## src/rtl/uart_pkg.sv

```systemverilog
// uart_pkg: shared UART constants, receiver state type and baud-divider helper.
package uart_pkg;
  localparam int DATA_BITS = 8;
  typedef enum logic [2:0] {IDLE, START, DATA, STOP, BREAK} uart_rx_state_t;
  function automatic int clks_per_bit(input int clk_hz, input int baud);
    return (clk_hz + baud / 2) / baud;
  endfunction
endpackage

```

## src/rtl/uart_rx_if.sv

```systemverilog
// uart_rx_if: valid/ready byte stream out of the UART receiver.
interface uart_rx_if;
  import uart_pkg::*;
  logic [DATA_BITS-1:0] m_data_o;
  logic                 m_valid_o;
  logic                 m_ready_i;
  modport master (output m_data_o, output m_valid_o, input m_ready_i);
  modport slave (input m_data_o, input m_valid_o, output m_ready_i);
endinterface

```

## src/rtl/uart_sync2.sv

```systemverilog
// uart_sync2: two-flop synchronizer for an asynchronous input.
module uart_sync2 #(
  parameter logic RST_VAL = 1'b1
) (
  input  logic clk,
  input  logic rst_n,
  input  logic i_d,
  output logic o_q
);
  logic r_meta;
  always_ff @(posedge clk) begin
    if (!rst_n) {o_q, r_meta} <= {2{RST_VAL}};
    else {o_q, r_meta} <= {r_meta, i_d};
  end
endmodule

```

## src/rtl/uart_rx.sv

```systemverilog
// uart_rx: 8N1 UART receiver with mid-bit majority vote and valid/ready output.
module uart_rx
  import uart_pkg::*;
#(
  parameter int CLK_HZ = 100_000_000,
  parameter int BAUD   = 115200
) (
  input  logic      clk,
  input  logic      rst_n,
  input  logic      uart_rx_i,
  uart_rx_if.master m,
  output logic      frame_err_o,
  output logic      overrun_o,
  output logic      busy_o
);
  localparam int CLKS_PER_BIT = clks_per_bit(CLK_HZ, BAUD);
  localparam int MID = CLKS_PER_BIT / 2;
  localparam int CW = $clog2(CLKS_PER_BIT);
  generate
    if (CLKS_PER_BIT < 8) begin : g_bad_div
      $error("uart_rx: CLKS_PER_BIT must be at least 8");
    end
  endgenerate
  uart_rx_state_t       r_state, w_state;
  logic                 w_rx, w_wrap, w_done, w_ferr;
  logic [CW-1:0]        r_cnt;
  logic [2:0]           r_idx;
  logic                 r_s1, r_s2, r_vote, r_vote_v, r_valid;
  logic [DATA_BITS-1:0] r_shift, r_data;
  uart_sync2 #(.RST_VAL(1'b1)) u_sync (.clk(clk), .rst_n(rst_n), .i_d(uart_rx_i), .o_q(w_rx));
  assign w_wrap = r_cnt == CW'(CLKS_PER_BIT - 1);
  assign w_done = r_state == STOP && r_vote_v && r_vote;
  assign w_ferr = r_state == STOP && r_vote_v && !r_vote;
  assign busy_o = r_state != IDLE;
  assign m.m_data_o = r_data;
  assign m.m_valid_o = r_valid;
  always_comb begin
    w_state = r_state;
    case (r_state)
      IDLE:    w_state = w_rx ? IDLE : START;
      START:   w_state = (r_vote_v && r_vote) ? IDLE : w_wrap ? DATA : START;
      DATA:    w_state = (w_wrap && r_idx == 3'd7) ? STOP : DATA;
      STOP:    w_state = !r_vote_v ? STOP : r_vote ? IDLE : BREAK;
      BREAK:   w_state = w_rx ? IDLE : BREAK;
      default: w_state = IDLE;
    endcase
  end
  always_ff @(posedge clk) begin
    if (!rst_n) begin
      r_state     <= IDLE;
      r_cnt       <= '0;
      r_idx       <= '0;
      r_s1        <= 1'b0;
      r_s2        <= 1'b0;
      r_vote      <= 1'b0;
      r_vote_v    <= 1'b0;
      r_shift     <= '0;
      r_data      <= '0;
      r_valid     <= 1'b0;
      frame_err_o <= 1'b0;
      overrun_o   <= 1'b0;
    end else begin
      r_state  <= w_state;
      r_cnt    <= (w_state != r_state || r_state inside {IDLE, BREAK} || w_wrap) ? '0 : r_cnt + 1'b1;
      r_idx    <= r_state != DATA ? '0 : w_wrap ? r_idx + 1'b1 : r_idx;
      if (r_cnt == CW'(MID - 1)) r_s1 <= w_rx;
      if (r_cnt == CW'(MID)) r_s2 <= w_rx;
      if (r_cnt == CW'(MID + 1)) r_vote <= (r_s1 & r_s2) | (r_s1 & w_rx) | (r_s2 & w_rx);
      r_vote_v <= r_cnt == CW'(MID + 1) && r_state inside {START, DATA, STOP};
      if (r_state == DATA && r_vote_v) r_shift[r_idx] <= r_vote;
      frame_err_o <= w_ferr;
      overrun_o   <= w_done && r_valid && !m.m_ready_i;
      // a same-cycle handshake frees the holding register for the new byte
      if (w_done && (!r_valid || m.m_ready_i)) begin
        r_data  <= r_shift;
        r_valid <= 1'b1;
      end else if (r_valid && m.m_ready_i) r_valid <= 1'b0;
    end
  end
endmodule

```

## src/flat_wrapper.sv

```systemverilog
// flat-port wrapper written by rule: the top's interface ports become plain ports
module uart_rx_flat import uart_pkg::*;
#(
  parameter int CLK_HZ = 100_000_000,
  parameter int BAUD   = 115200
)
  (clk, rst_n, uart_rx_i, frame_err_o, overrun_o, busy_o, m_m_data_o, m_m_valid_o, m_m_ready_i);
  uart_rx_if m_i ();
  input  logic clk;
  input  logic rst_n;
  input  logic uart_rx_i;
  output logic frame_err_o;
  output logic overrun_o;
  output logic busy_o;
  output wire logic [$bits(m_i.m_data_o)-1:0] m_m_data_o;
  output wire logic [$bits(m_i.m_valid_o)-1:0] m_m_valid_o;
  input wire logic [$bits(m_i.m_ready_i)-1:0] m_m_ready_i;
  assign m_m_data_o = m_i.m_data_o;
  assign m_m_valid_o = m_i.m_valid_o;
  assign m_i.m_ready_i = m_m_ready_i;
  uart_rx #(.CLK_HZ(CLK_HZ), .BAUD(BAUD)) u_core (.clk(clk), .rst_n(rst_n), .uart_rx_i(uart_rx_i), .m(m_i), .frame_err_o(frame_err_o), .overrun_o(overrun_o), .busy_o(busy_o));
endmodule
```

## config.mk

```make
export PLATFORM = sky130hd
export DESIGN_NAME = uart_rx_flat
export DESIGN_NICKNAME = d
export VERILOG_FILES = /design/src/rtl/uart_pkg.sv /design/src/rtl/uart_rx_if.sv /design/src/rtl/uart_sync2.sv /design/src/rtl/uart_rx.sv /design/src/flat_wrapper.sv
export SDC_FILE = /design/constraint.sdc
export NUM_CORES = 1
export LEC_CHECK = 0
export ABC_CLOCK_PERIOD_IN_PS = 2000
export BUFFER_PORTS_ARGS = -buffer_cell sky130_fd_sc_hd__buf_2
export CORE_ASPECT_RATIO = 0.5
export CORE_MARGIN = 2
export CORE_UTILIZATION = 45
export CTS_CLUSTER_SIZE = 16
export DETAILED_ROUTE_END_ITERATION = 10
export PLACE_DENSITY = 0.72
export SLEW_MARGIN = 20
export SYNTH_ARGS = -nofsm -noshare
export SYNTH_HDL_FRONTEND = slang
export SYNTH_SLANG_ARGS = --single-unit
export TNS_END_PERCENT = 100
```

## constraint.sdc

```tcl
create_clock -name clk -period 2 [get_ports clk]
set_input_delay 0.3 -clock clk [delete_from_list [all_inputs] [get_ports clk]]
set_output_delay 0.3 -clock clk [all_outputs]
set_load 0.005 [all_outputs]
```

==> run summary, run 1 <==
status = completed
dpl hpwl = 2.20 mm
PD cells = 670 nW/um^2
Distinct cells, synth = 39
share of layout cells above drive strength 1 = 0.141
Row Count = 16
Placed Area = 1930 um^2
FF-to-FF setup slack = 220 ps
clk buf depth = 2
Num CTS Buffers = 5
Yosys top cell area share = 0.450
Post-synth EDFFs = 0
Post-layout nets = 215
first-pass GRT wire length = 5.53 mm
Mapped Nets = 201
drt total wl = 3.13 mm
Syn Area/Cell = 9.50 um^2
top-count cell post-synth = dfxtp_1
peak fanout along the critical path = 5
RSZ-0062 raised after global routing = false
PortBufs = 15
WP data arrival = 1970 ps
critical path type = reg2reg
type of the worst min-delay path = in2reg
post-route cell area = 2010 um^2
Lkg Pwr = 0.744 nW
min-delay src = uart_rx_i
Synth Register Bits = 41
mapped cell area = 1820 um^2
GRT Total Usage = 0.155
clk sinks = 41
Hold Vio Cnt, Final = 0
number of setup buffers added after CTS = 0
mux share of post-synthesis cell area = 0.104
final count of pins violating max slew = 0
Layout area overhead = 10.4%
GR Overflow Total = 0
Avg WL per Cell = 12.1 um
sequential share of the synthesized area = 0.450
Post-Synth Adder-Cell Area = 0.0398
post-synthesis simple-gate area fraction = 0.280
cts hold-fix bufs = 0
Max rail drop VDD = 293 uV
XOR/XNOR Fraction of Synth Area = 0.0432
H-tree lvl count = 2
antenna violations before repair = 0
crit end category = flop
Routability Congestion = 0.855
final setup TNS = 0 ps
Worst Path Required = 2190 ps
Final Cycle Share = 0.892
Post-Layout Cell Count = 259
Mapped Cells = 192
top cells by area, synth = dfxtp_1 (45%), mux2i_1 (10%), nand2_1 (4.9%)
r2r startpoint = u_core.r_cnt[0]$_SDFF_PP0_
Final Util = 0.516
largest net degree at the start of global routing = 27
Hold Crit Endpoint = u_core.u_sync.r_meta$_SDFF_PN1_
reg-to-reg endpoint = u_core.r_idx[1]$_SDFFE_PP0P_
worst skew pair latency = 290 ps
setup violators final = 0
Antenna Nets Post-Route = 0
DRT iter0 DRCs = 53
vias in the first global route = 1,255
clock-pin slew on the worst setup and hold paths = 70 ps
dpl ws = 135 ps
Worst-Margin Slew = 393 ps
Synth async-reset ratio = 0
DRC Markers = 0
post-CTS sizing = 0
Commonest cells post-synth = dfxtp_1 (41), nand2_1 (24), mux2i_1 (19)
die height = 49.0 um
clk_skew = 4.71 ps
hold path cells = 2
YS warnings = 0
final worst path period need = 1780 ps
Synth Area in Compound Gates = 0.0487
Ant. Diodes = 0
main combinational cell family by area after synthesis = simple AND/OR/NAND/NOR gates
number of vias per cell = 5.09
Starting Density = 0.467
CP Launch Type = flop
placed cell count = 253
Pre-Repair DR Iteration Count = 4
Ports = 16
max-capacitance violation count = 0
die area = 4610 um^2
top_reg_cell synth = dfxtp_1
root buf cell = clkbuf_8
CTS tree = built
Synth area leader = dfxtp_1
max frequency = 0.560 GHz
r2r worst-path depth = 5
Rel. slew slack = 0.737
Die X = 94.0 um
total number of vias = 1,318
worst setup margin = 216 ps
Core Box Area = 3900 um^2
==> cell families (layout without fill, tap and decap cells) <==
| family | count (synthesis) | in the layout |
|---|---|---|
| mux | 19 | 19 |
| fa+ha+maj | 6 | 6 |
| flops | 41 | 41 |
| compound gates | 13 | 13 |
| buf+inv | 13 | 26 |
| xor+xnor | 9 | 9 |
| simple gates | 91 | 91 |
==> worst max path at each step <==
| stage | depth (start not counted) | startpoint | slack, ps | to |
|---|---|---|---|---|
| after detailed placement | 4 | u_core.r_state[1]$_SDFF_PN0_ | 140 | u_core.r_shift[3]$_SDFFE_PN0P_ |
| after CTS | 4 | u_core.r_state[1]$_SDFF_PN0_ | 120 | u_core.r_shift[3]$_SDFFE_PN0P_ |
| final | 5 | u_core.r_cnt[0]$_SDFF_PP0_ | 220 | u_core.r_idx[1]$_SDFFE_PP0P_ |
| after global routing | 5 | u_core.r_cnt[0]$_SDFF_PP0_ | 70 | u_core.r_idx[2]$_SDFFE_PP0P_ |
| after floorplan | 6 | u_core.r_cnt[0]$_SDFF_PP0_ | 430 | u_core.r_idx[1]$_SDFFE_PP0P_ |
| after global placement | 4 | u_core.r_state[1]$_SDFF_PN0_ | 260 | u_core.r_shift[3]$_SDFFE_PN0P_ |
==> through the flow <==
step,hold slack (ps),power (W)
2_1_floorplan,386,0.000868
3_3_place_gp,391,0.000875
3_5_place_dp,411,0.000876
4_1_cts,196,0.00136
5_1_grt,207,0.00140
6_report,201,0.00135
==> final cells by class <==
type / instances / area [um^2]
inverters: 2 / 7.51
flip-flops and latches: 41 / 821
well taps: 54 / 67.6
clock buffers: 5 / 68.8
repair buffers: 18 / 97.6
fillers: 367 / 1890
multi-input cells: 138 / 946
clock inverters: 1 / 5.00
==> routing by layer <==
layer | wire length [um] | track usage | vias up | share of wire
met5 | 0 | 0 | - | 0
met3 | 92 | 0.0556 | 7 | 0.029
met1 | 1490 | 0.189 | 607 | 0.48
li1 | - | - | 690 | -
met4 | 54 | 0.0580 | 0 | 0.017
met2 | 1490 | 0.254 | 14 | 0.48
==> power breakdown <==
group	switching, W	total [W]	internal [W]
Combinational	0.0000204	0.0000337	0.0000132
Clock	0.000261	0.000491	0.000229
Sequential	0.00000470	0.000824	0.000819
Total	0.000286	0.00135	0.00106
==> flip-flops by register name, indices dropped and copies added (netlist names), 3 cells and up <==
name	cells
u_core.r_shift	8
u_core.r_cnt	10
u_core.r_state	3
u_core.m.m_data_o	8
u_core.r_idx	3
==> worst max-delay path: stages (launching register included) <==
cell	delay, ps
dfxtp_1	400
ha_1	260
nor4bb_1	350
and3b_1	370
mux2i_1	240
nor2_1	60
==> layout by cell type (no fill, tap or decap), types with 4 or more instances in the layout <==
cell and instances:
mux2i_1 19, buf_2 15, nor3_1 14, nor2_1 9, ha_1 5, nor2b_1 9, xnor2_1 7, nand3_1 7
nand2_1 24, dfxtp_1 41, nor3b_1 4, clkbuf_8 5
Power figures use the tool's default switching activity.
==> run 2: changes to the inputs <==
--- a/config.mk
+++ b/config.mk
@@ -7,9 +7,10 @@
 export LEC_CHECK = 0
 export ABC_CLOCK_PERIOD_IN_PS = 2000
 export BUFFER_PORTS_ARGS = -buffer_cell sky130_fd_sc_hd__buf_2
-export CORE_ASPECT_RATIO = 0.5
+export CORE_ASPECT_RATIO = 0.9
 export CORE_MARGIN = 2
 export CORE_UTILIZATION = 45
+export CTS_BUF_LIST = sky130_fd_sc_hd__clkbuf_8
 export CTS_CLUSTER_SIZE = 16
 export DETAILED_ROUTE_END_ITERATION = 10
 export PLACE_DENSITY = 0.72
==> run 2 against run 1 <==
Clock skew increased by 1.5 ps. Flip-flop and latch count unchanged. Critical path type unchanged. Fmax is 3.2% higher.
==> run summary, run 2 (same netlist as run 1, synthesis figures left out) <==
dpl ws = 277 ps (+142 ps)
die area = 4580 um^2 (-0.65%)
Post-Layout Cell Count = 252 (-2.7%)
die height = 64.4 um (+31%)
multi-input logic area = 941 um^2 (-0.53%)
WP data arrival = 1920 ps (-50 ps)
final count of pins violating max slew = 0 (unchanged)
total number of vias = 1,319 (+0.076%)
min-delay src = uart_rx_i
Hold Vio Cnt, Final = 0 (unchanged)
largest net degree at the start of global routing = 17 (-37%)
reg-to-reg endpoint = u_core.r_idx[1]$_SDFFE_PP0P_
Layout area overhead = 11.2%
final worst path period need = 1730 ps (-55.1 ps)
Pre-Repair DR Iteration Count = 4 (unchanged)
share of layout cells above drive strength 1 = 0.141 (-0.000687)
Final Cycle Share = 0.865 (-0.0276)
Avg WL per Cell = 11.9 um (-1.4%)
r2r startpoint = u_core.r_cnt[0]$_SDFF_PP0_
PortBufs = 15 (unchanged)
final setup TNS = 0 ps (unchanged)
FF-to-FF setup slack = 270 ps (+60 ps)
hold path cells = 2 (unchanged)
peak fanout along the critical path = 5 (unchanged)
post-route cell area = 2030 um^2 (+0.75%)
Critical Path Start = u_core.r_cnt[0]$_SDFF_PP0_
Lkg Pwr = 0.754 nW (+1.3%)
CTS tree = built
dpl hpwl = 2.10 mm (-4.3%)
Top reg by flops = u_core.r_cnt
Num CTS Buffers = 5 (unchanged)
antenna violations before repair = 0 (unchanged)
cts hold-fix bufs = 0 (unchanged)
Row Count = 21 (+5)
clk sinks = 41 (unchanged)
Worst Path Required = 2190 ps (about the same)
commonest non-fill, non-tap cell in the layout = dfxtp_1
clock-pin slew on the worst setup and hold paths = 80 ps (about the same)
CP Launch Type = flop
number of setup buffers added after CTS = 0 (unchanged)
GRT Total Usage = 0.146 (-0.00890)
worst skew pair latency = 290 ps (about the same)
Die X = 71.1 um (-24%)
r2r worst-path depth = 5 (unchanged)
Antenna Nets Post-Route = 0 (unchanged)
worst setup margin = 271 ps (+55.1 ps)
PD cells = 736 nW/um^2 (+9.9%)
first-pass GRT wire length = 5.16 mm (-6.6%)
vias in the first global route = 1,146 (-8.7%)
Ant. Diodes = 0 (unchanged)
Worst-Margin Slew = 385 ps (-8.28 ps)
root buf cell = clkbuf_8
max-capacitance violation count = 0 (unchanged)
max FFs per register = 10 (unchanged)
clk_skew = 6.17 ps (+1.46 ps)
drt total wl = 3.01 mm (-4.1%)
GR Overflow Total = 0 (unchanged)
Post-layout nets = 215 (unchanged)
Starting Density = 0.479 (+0.0115)
FILL cells = 346 (-5.7%)
H-tree lvl count = 2 (unchanged)
post-CTS sizing = 0 (unchanged)
DRC Markers = 0 (unchanged)
type of the worst min-delay path = in2reg
status = completed
Core Box Area = 3810 um^2 (-2.4%)
setup violators final = 0 (unchanged)
Routability Congestion = 0.892 (+4.4%)
Seq. cell area = 821 um^2 (unchanged)
Hold Crit Endpoint = u_core.u_sync.r_meta$_SDFF_PN1_
critical path type = reg2reg
clk buf depth = 2 (unchanged)
number of vias per cell = 5.23 (+2.9%)
Placed Area = 1920 um^2 (-0.52%)
Rel. slew slack = 0.743 (+0.00554)
Fin Hold WS = 184 ps (-17.8 ps)
max frequency = 0.578 GHz (+3.2%)
Ports = 16 (unchanged)
placed cell count = 245 (-3.2%)
DRT iter0 DRCs = 81 (+53%)
crit end category = flop
Max rail drop VDD = 334 uV (+14%)
commonest non-fill, non-tap cells in the layout = dfxtp_1 (41), nand2_1 (24), mux2i_1 (19)
RSZ-0062 raised after global routing = false
==> run 2: cell count changes in the layout (fill, tap and decap cells not counted), sizes merged <==
| cell | change |
|---|---|
| bufinv | +1 |
==> run 2: how the worst max path moves through the flow <==
stage	end	slack (ps)	depth (start not counted)
2_1_floorplan	u_core.r_idx[1]$_SDFFE_PP0P_	430	6
3_3_place_gp	u_core.r_idx[2]$_SDFFE_PP0P_	330	5
3_5_place_dp	u_core.r_idx[1]$_SDFFE_PP0P_	280	5
4_1_cts	u_core.r_idx[1]$_SDFFE_PP0P_	280	5
5_1_grt	u_core.r_idx[1]$_SDFFE_PP0P_	70	5
6_report	u_core.r_idx[1]$_SDFFE_PP0P_	270	5
==> run 2: area by class of cell <==
| type | instances | share of cell area |
|---|---|---|
| well taps | 46 | 0.0284 |
| flip-flops and latches | 41 | 0.405 |
| clock inverters | 2 | 0.0173 |
| inverters | 2 | 0.00370 |
| clock buffers | 5 | 0.0339 |
| repair buffers | 18 | 0.0481 |
| multi-input cells | 138 | 0.464 |
==> run 2: per-layer routing <==
layer | global-route usage | wire (um)
met1 | 0.195 | 1600
met2 | 0.209 | 1230
met3 | 0.0473 | 115
met4 | 0.0778 | 68
met5 | 0 | 0
==> run 2: critical path, stage by stage (launching register included) <==
cell,delay [ps]
dfxtp_1,410
ha_1,250
nor4bb_1,340
and3b_1,350
mux2i_1,230
nor2_1,50
==> run 2: power by group <==
| part | total [W] | internal, W | switching (W) |
|---|---|---|---|
| Clock | 0.000636 | 0.000363 | 0.000273 |
| Combinational | 0.0000338 | 0.0000131 | 0.0000207 |
| Sequential | 0.000823 | 0.000819 | 0.00000412 |
| Total | 0.00149 | 0.00119 | 0.000298 |
==> run 2: per-stage QoR <==
stage,util,power (W)
2_1_floorplan,-,0.000868
3_3_place_gp,0.505,0.000876
3_5_place_dp,0.505,0.000876
4_1_cts,0.532,0.00151
5_1_grt,0.532,0.00154
6_report,0.532,0.00149
==> run 3: changes to the inputs <==
--- a/config.mk
+++ b/config.mk
@@ -17,5 +17,6 @@
 export SLEW_MARGIN = 20
 export SYNTH_ARGS = -nofsm -noshare
 export SYNTH_HDL_FRONTEND = slang
+export SYNTH_HIERARCHICAL = 1
 export SYNTH_SLANG_ARGS = --single-unit
 export TNS_END_PERCENT = 100
==> run 3 against run 2 <==
Final area rose by 4.0%. Fmax shrank 9.7%. Synthesized cell count up 3.1%. Routed wire length rose by 11%. Sequential power barely moved. Setup slack got worse by 190 ps. Via count is 8.7% higher. Die area up 0.64%. Clock skew decreased by 1.2 ps. Power is 0.55% lower. Cell count is 6.0% higher. Clock power decreased by 1%. Highest routed layer unchanged.
==> run summary, run 3 <==
mapped cell area = 1840 um^2 (+0.69%)
FILL cells = 368 (+6.4%)
clk sinks = 41 (unchanged)
Row Count = 22 (+4.8%)
Placed Area = 2000 um^2 (+4.0%)
drt total wl = 3.33 mm (+11%)
Mapped Cells = 198 (+3.1%)
share of layout cells above drive strength 1 = 0.178 (+0.0373)
grt peak-use layer = met2
max-capacitance violation count = 0 (unchanged)
Seq. cell area = 821 um^2 (unchanged)
XOR/XNOR Fraction of Synth Area = 0.0429 (-0.000294)
crit end category = flop
WP data arrival = 2140 ps (+220 ps)
vias in the first global route = 1,277 (+11%)
commonest non-fill, non-tap cells in the layout = dfxtp_1 (41), nor2_1 (39), mux2i_1 (20)
post-route cell area = 2110 um^2 (+4.0%)
Syn Area/Cell = 9.28 um^2 (-2.4%)
Die X = 71.3 um (+0.32%)
final worst path period need = 1910 ps (+186 ps)
sequential share of the synthesized area = 0.447 (-0.00306)
delay-heaviest family, CP = simple AND/OR/NAND/NOR gates
antenna violations before repair = 0 (unchanged)
Top reg by flops = u_core/r_cnt
Worst Path Required = 2220 ps (+30 ps)
Final Cycle Share = 0.957 (+0.0928)
dpl ws = 100 ps (-177 ps)
status = completed
critical path type = reg2reg
Routability Congestion = 0.773 (-13%)
Num CTS Buffers = 5 (unchanged)
Distinct cells, synth = 39 (unchanged)
type of the worst min-delay path = in2reg
Pre-Repair DR Iteration Count = 4 (unchanged)
mux share of post-synthesis cell area = 0.109 (+0.00474)
Antenna Nets Post-Route = 0 (unchanged)
Synth Area in Compound Gates = 0.0518 (+0.00307)
GRT Total Usage = 0.156 (+0.00939)
placed cell count = 260 (+6.1%)
dpl hpwl = 2.31 mm (+9.8%)
number of vias per cell = 5.37 (+2.6%)
Ant. Diodes = 0 (unchanged)
top-count cell post-synth = dfxtp_1
clk buf depth = 2 (unchanged)
Layout area overhead = 14.8%
Worst-Margin Slew = 642 ps (+257 ps)
first-pass GRT wire length = 5.77 mm (+12%)
Yosys top cell area share = 0.447 (-0.00306)
Post-Synth Adder-Cell Area = 0.0341 (-0.00572)
Starting Density = 0.460 (-0.0186)
Final Util = 0.529 (-0.00382)
PD cells = 704 nW/um^2 (-4.4%)
top cells by area, synth = dfxtp_1 (45%), mux2i_1 (11%), nor2_1 (8.0%)
Hold Vio Cnt, Final = 0 (unchanged)
setup violators final = 0 (unchanged)
worst setup margin = 85.1 ps (-186 ps)
Post-synth EDFFs = 0 (unchanged)
top_reg_cell synth = dfxtp_1
CTS tree = built
GR Overflow Total = 0 (unchanged)
Synth Register Bits = 41 (unchanged)
clk_skew = 5.00 ps (-1.18 ps)
PortBufs = 15 (unchanged)
Ports = 16 (unchanged)
Post-Layout Cell Count = 267 (+6.0%)
Mapped Nets = 207 (+3.0%)
worst skew pair latency = 280 ps (about the same)
CP Launch Type = flop
GR Util met3 = 0.0342 (-0.0131)
Avg WL per Cell = 12.5 um (+4.4%)
final count of pins violating max slew = 0 (unchanged)
post-synthesis simple-gate area fraction = 0.283 (+0.00286)
Design Power = 0.00148 W (-0.55%)
Rel. slew slack = 0.561 (-0.182)
Crit path buffers/inverters = 0 (unchanged)
DRC Markers = 0 (unchanged)
root buf cell = clkbuf_8
Lkg Pwr = 0.869 nW (+15%)
Synth area leader = dfxtp_1
peak fanout along the critical path = 7 (+2)
clock-pin slew on the worst setup and hold paths = 80 ps (about the same)
DRT iter0 DRCs = 84 (+3.7%)
slowest cell delay on critical path = 520 ps (+110 ps)
max FFs per register = 10 (unchanged)
die area = 4610 um^2 (+0.64%)
multi-input logic area = 963 um^2 (+2.4%)
Commonest cells post-synth = dfxtp_1 (41), nor2_1 (39), mux2i_1 (20)
YS warnings = 6 (+6)
total number of vias = 1,434 (+8.7%)
CP max-delay cell = or4_1
Post-layout nets = 228 (+6.0%)
Synth async-reset ratio = 0 (unchanged)
CP cell instances = or4_1 -> or4_4 -> or3_1 -> a21oi_2
Max rail drop VDD = 339 uV (+1.5%)
max frequency = 0.522 GHz (-9.7%)
Core Box Area = 3990 um^2 (+4.8%)
met2 Usage GRT = 0.234 (+0.0247)
die height = 64.6 um (+0.32%)
largest net degree at the start of global routing = 23 (+6)
main combinational cell family by area after synthesis = simple AND/OR/NAND/NOR gates
H-tree lvl count = 2 (unchanged)
met1 usage = 0.218 (+0.0236)
commonest non-fill, non-tap cell in the layout = dfxtp_1
-- run 3: changes by cell type after synthesis, sizes merged, moves of 4 or more --
| cell | before | now |
|---|---|---|
| and3b | 5 | 0 |
| buf | 7 | 3 |
| nand2 | 25 | 9 |
| nor2 | 9 | 39 |
| nor2b | 9 | 1 |
| nor3 | 14 | 6 |
| nor3b | 5 | 0 |
-- run 3: metal layers --
| metal | vias up | share of wire |
|---|---|---|
| met3 | 2 | 0.032 |
| li1 | 729 | - |
| met4 | 0 | 0.0087 |
| met5 | - | 0 |
| met1 | 672 | 0.50 |
| met2 | 31 | 0.46 |
-- run 3: stage by stage --
| stage | hold WS (ps) | setup TNS [ps] |
|---|---|---|
| after floorplan | 373 | 0 |
| after global placement | 390 | 0 |
| after detailed placement | 397 | 0 |
| after CTS | 186 | 0 |
| after global routing | 188 | -3.82 |
| final | 194 | 0 |
-- run 3: report_power, final --
group	total, W	internal (W)	switching, W
combinational	0.0000318	0.0000133	0.0000184
sequential	0.000824	0.000819	0.00000519
clock	0.000629	0.000363	0.000266
total	0.00148	0.00119	0.000290
-- run 3: cell families (layout without fill, tap and decap cells) --
logic type | after synthesis | in the layout
compound gates | 12 | 12
flops | 41 | 41
mux | 20 | 20
simple gates | 96 | 96
fa+ha+maj | 5 | 5
xor+xnor | 9 | 9
buf+inv | 15 | 36
-- run 3: what timing repair did --
item,4_1_cts,5_1_grt
setup buffers,0,0
hold endpoints to repair,0,0
hold buffers,0,0
resized for setup,0,1
endpoints found under the setup margin,0,5
-- run 3: path summary, 6_finish.rpt --
kind | start | endpoint | slack [ps] | cells past startpoint
max reg2reg | u_core/r_cnt[2]$_SDFF_PP0_ | u_core/r_vote$_SDFFE_PN0P_ | 90 | 4
min | uart_rx_i | u_core/u_sync/r_meta$_SDFF_PN1_ | 190 | 2
min reg2reg | u_core/u_sync/r_meta$_SDFF_PN1_ | u_core/u_sync/o_q$_SDFF_PN1_ | 410 | 1
max | u_core/r_cnt[2]$_SDFF_PP0_ | u_core/r_vote$_SDFFE_PN0P_ | 90 | 4
-- run 3: layout make-up --
| cell class | instances | share of cell area |
|---|---|---|
| clock inverters | 2 | 0.0166 |
| clock buffers | 5 | 0.0326 |
| multi-input cells | 142 | 0.457 |
| repair buffers | 24 | 0.0676 |
| well taps | 48 | 0.0285 |
| inverters | 5 | 0.00890 |
| flip-flops and latches | 41 | 0.389 |
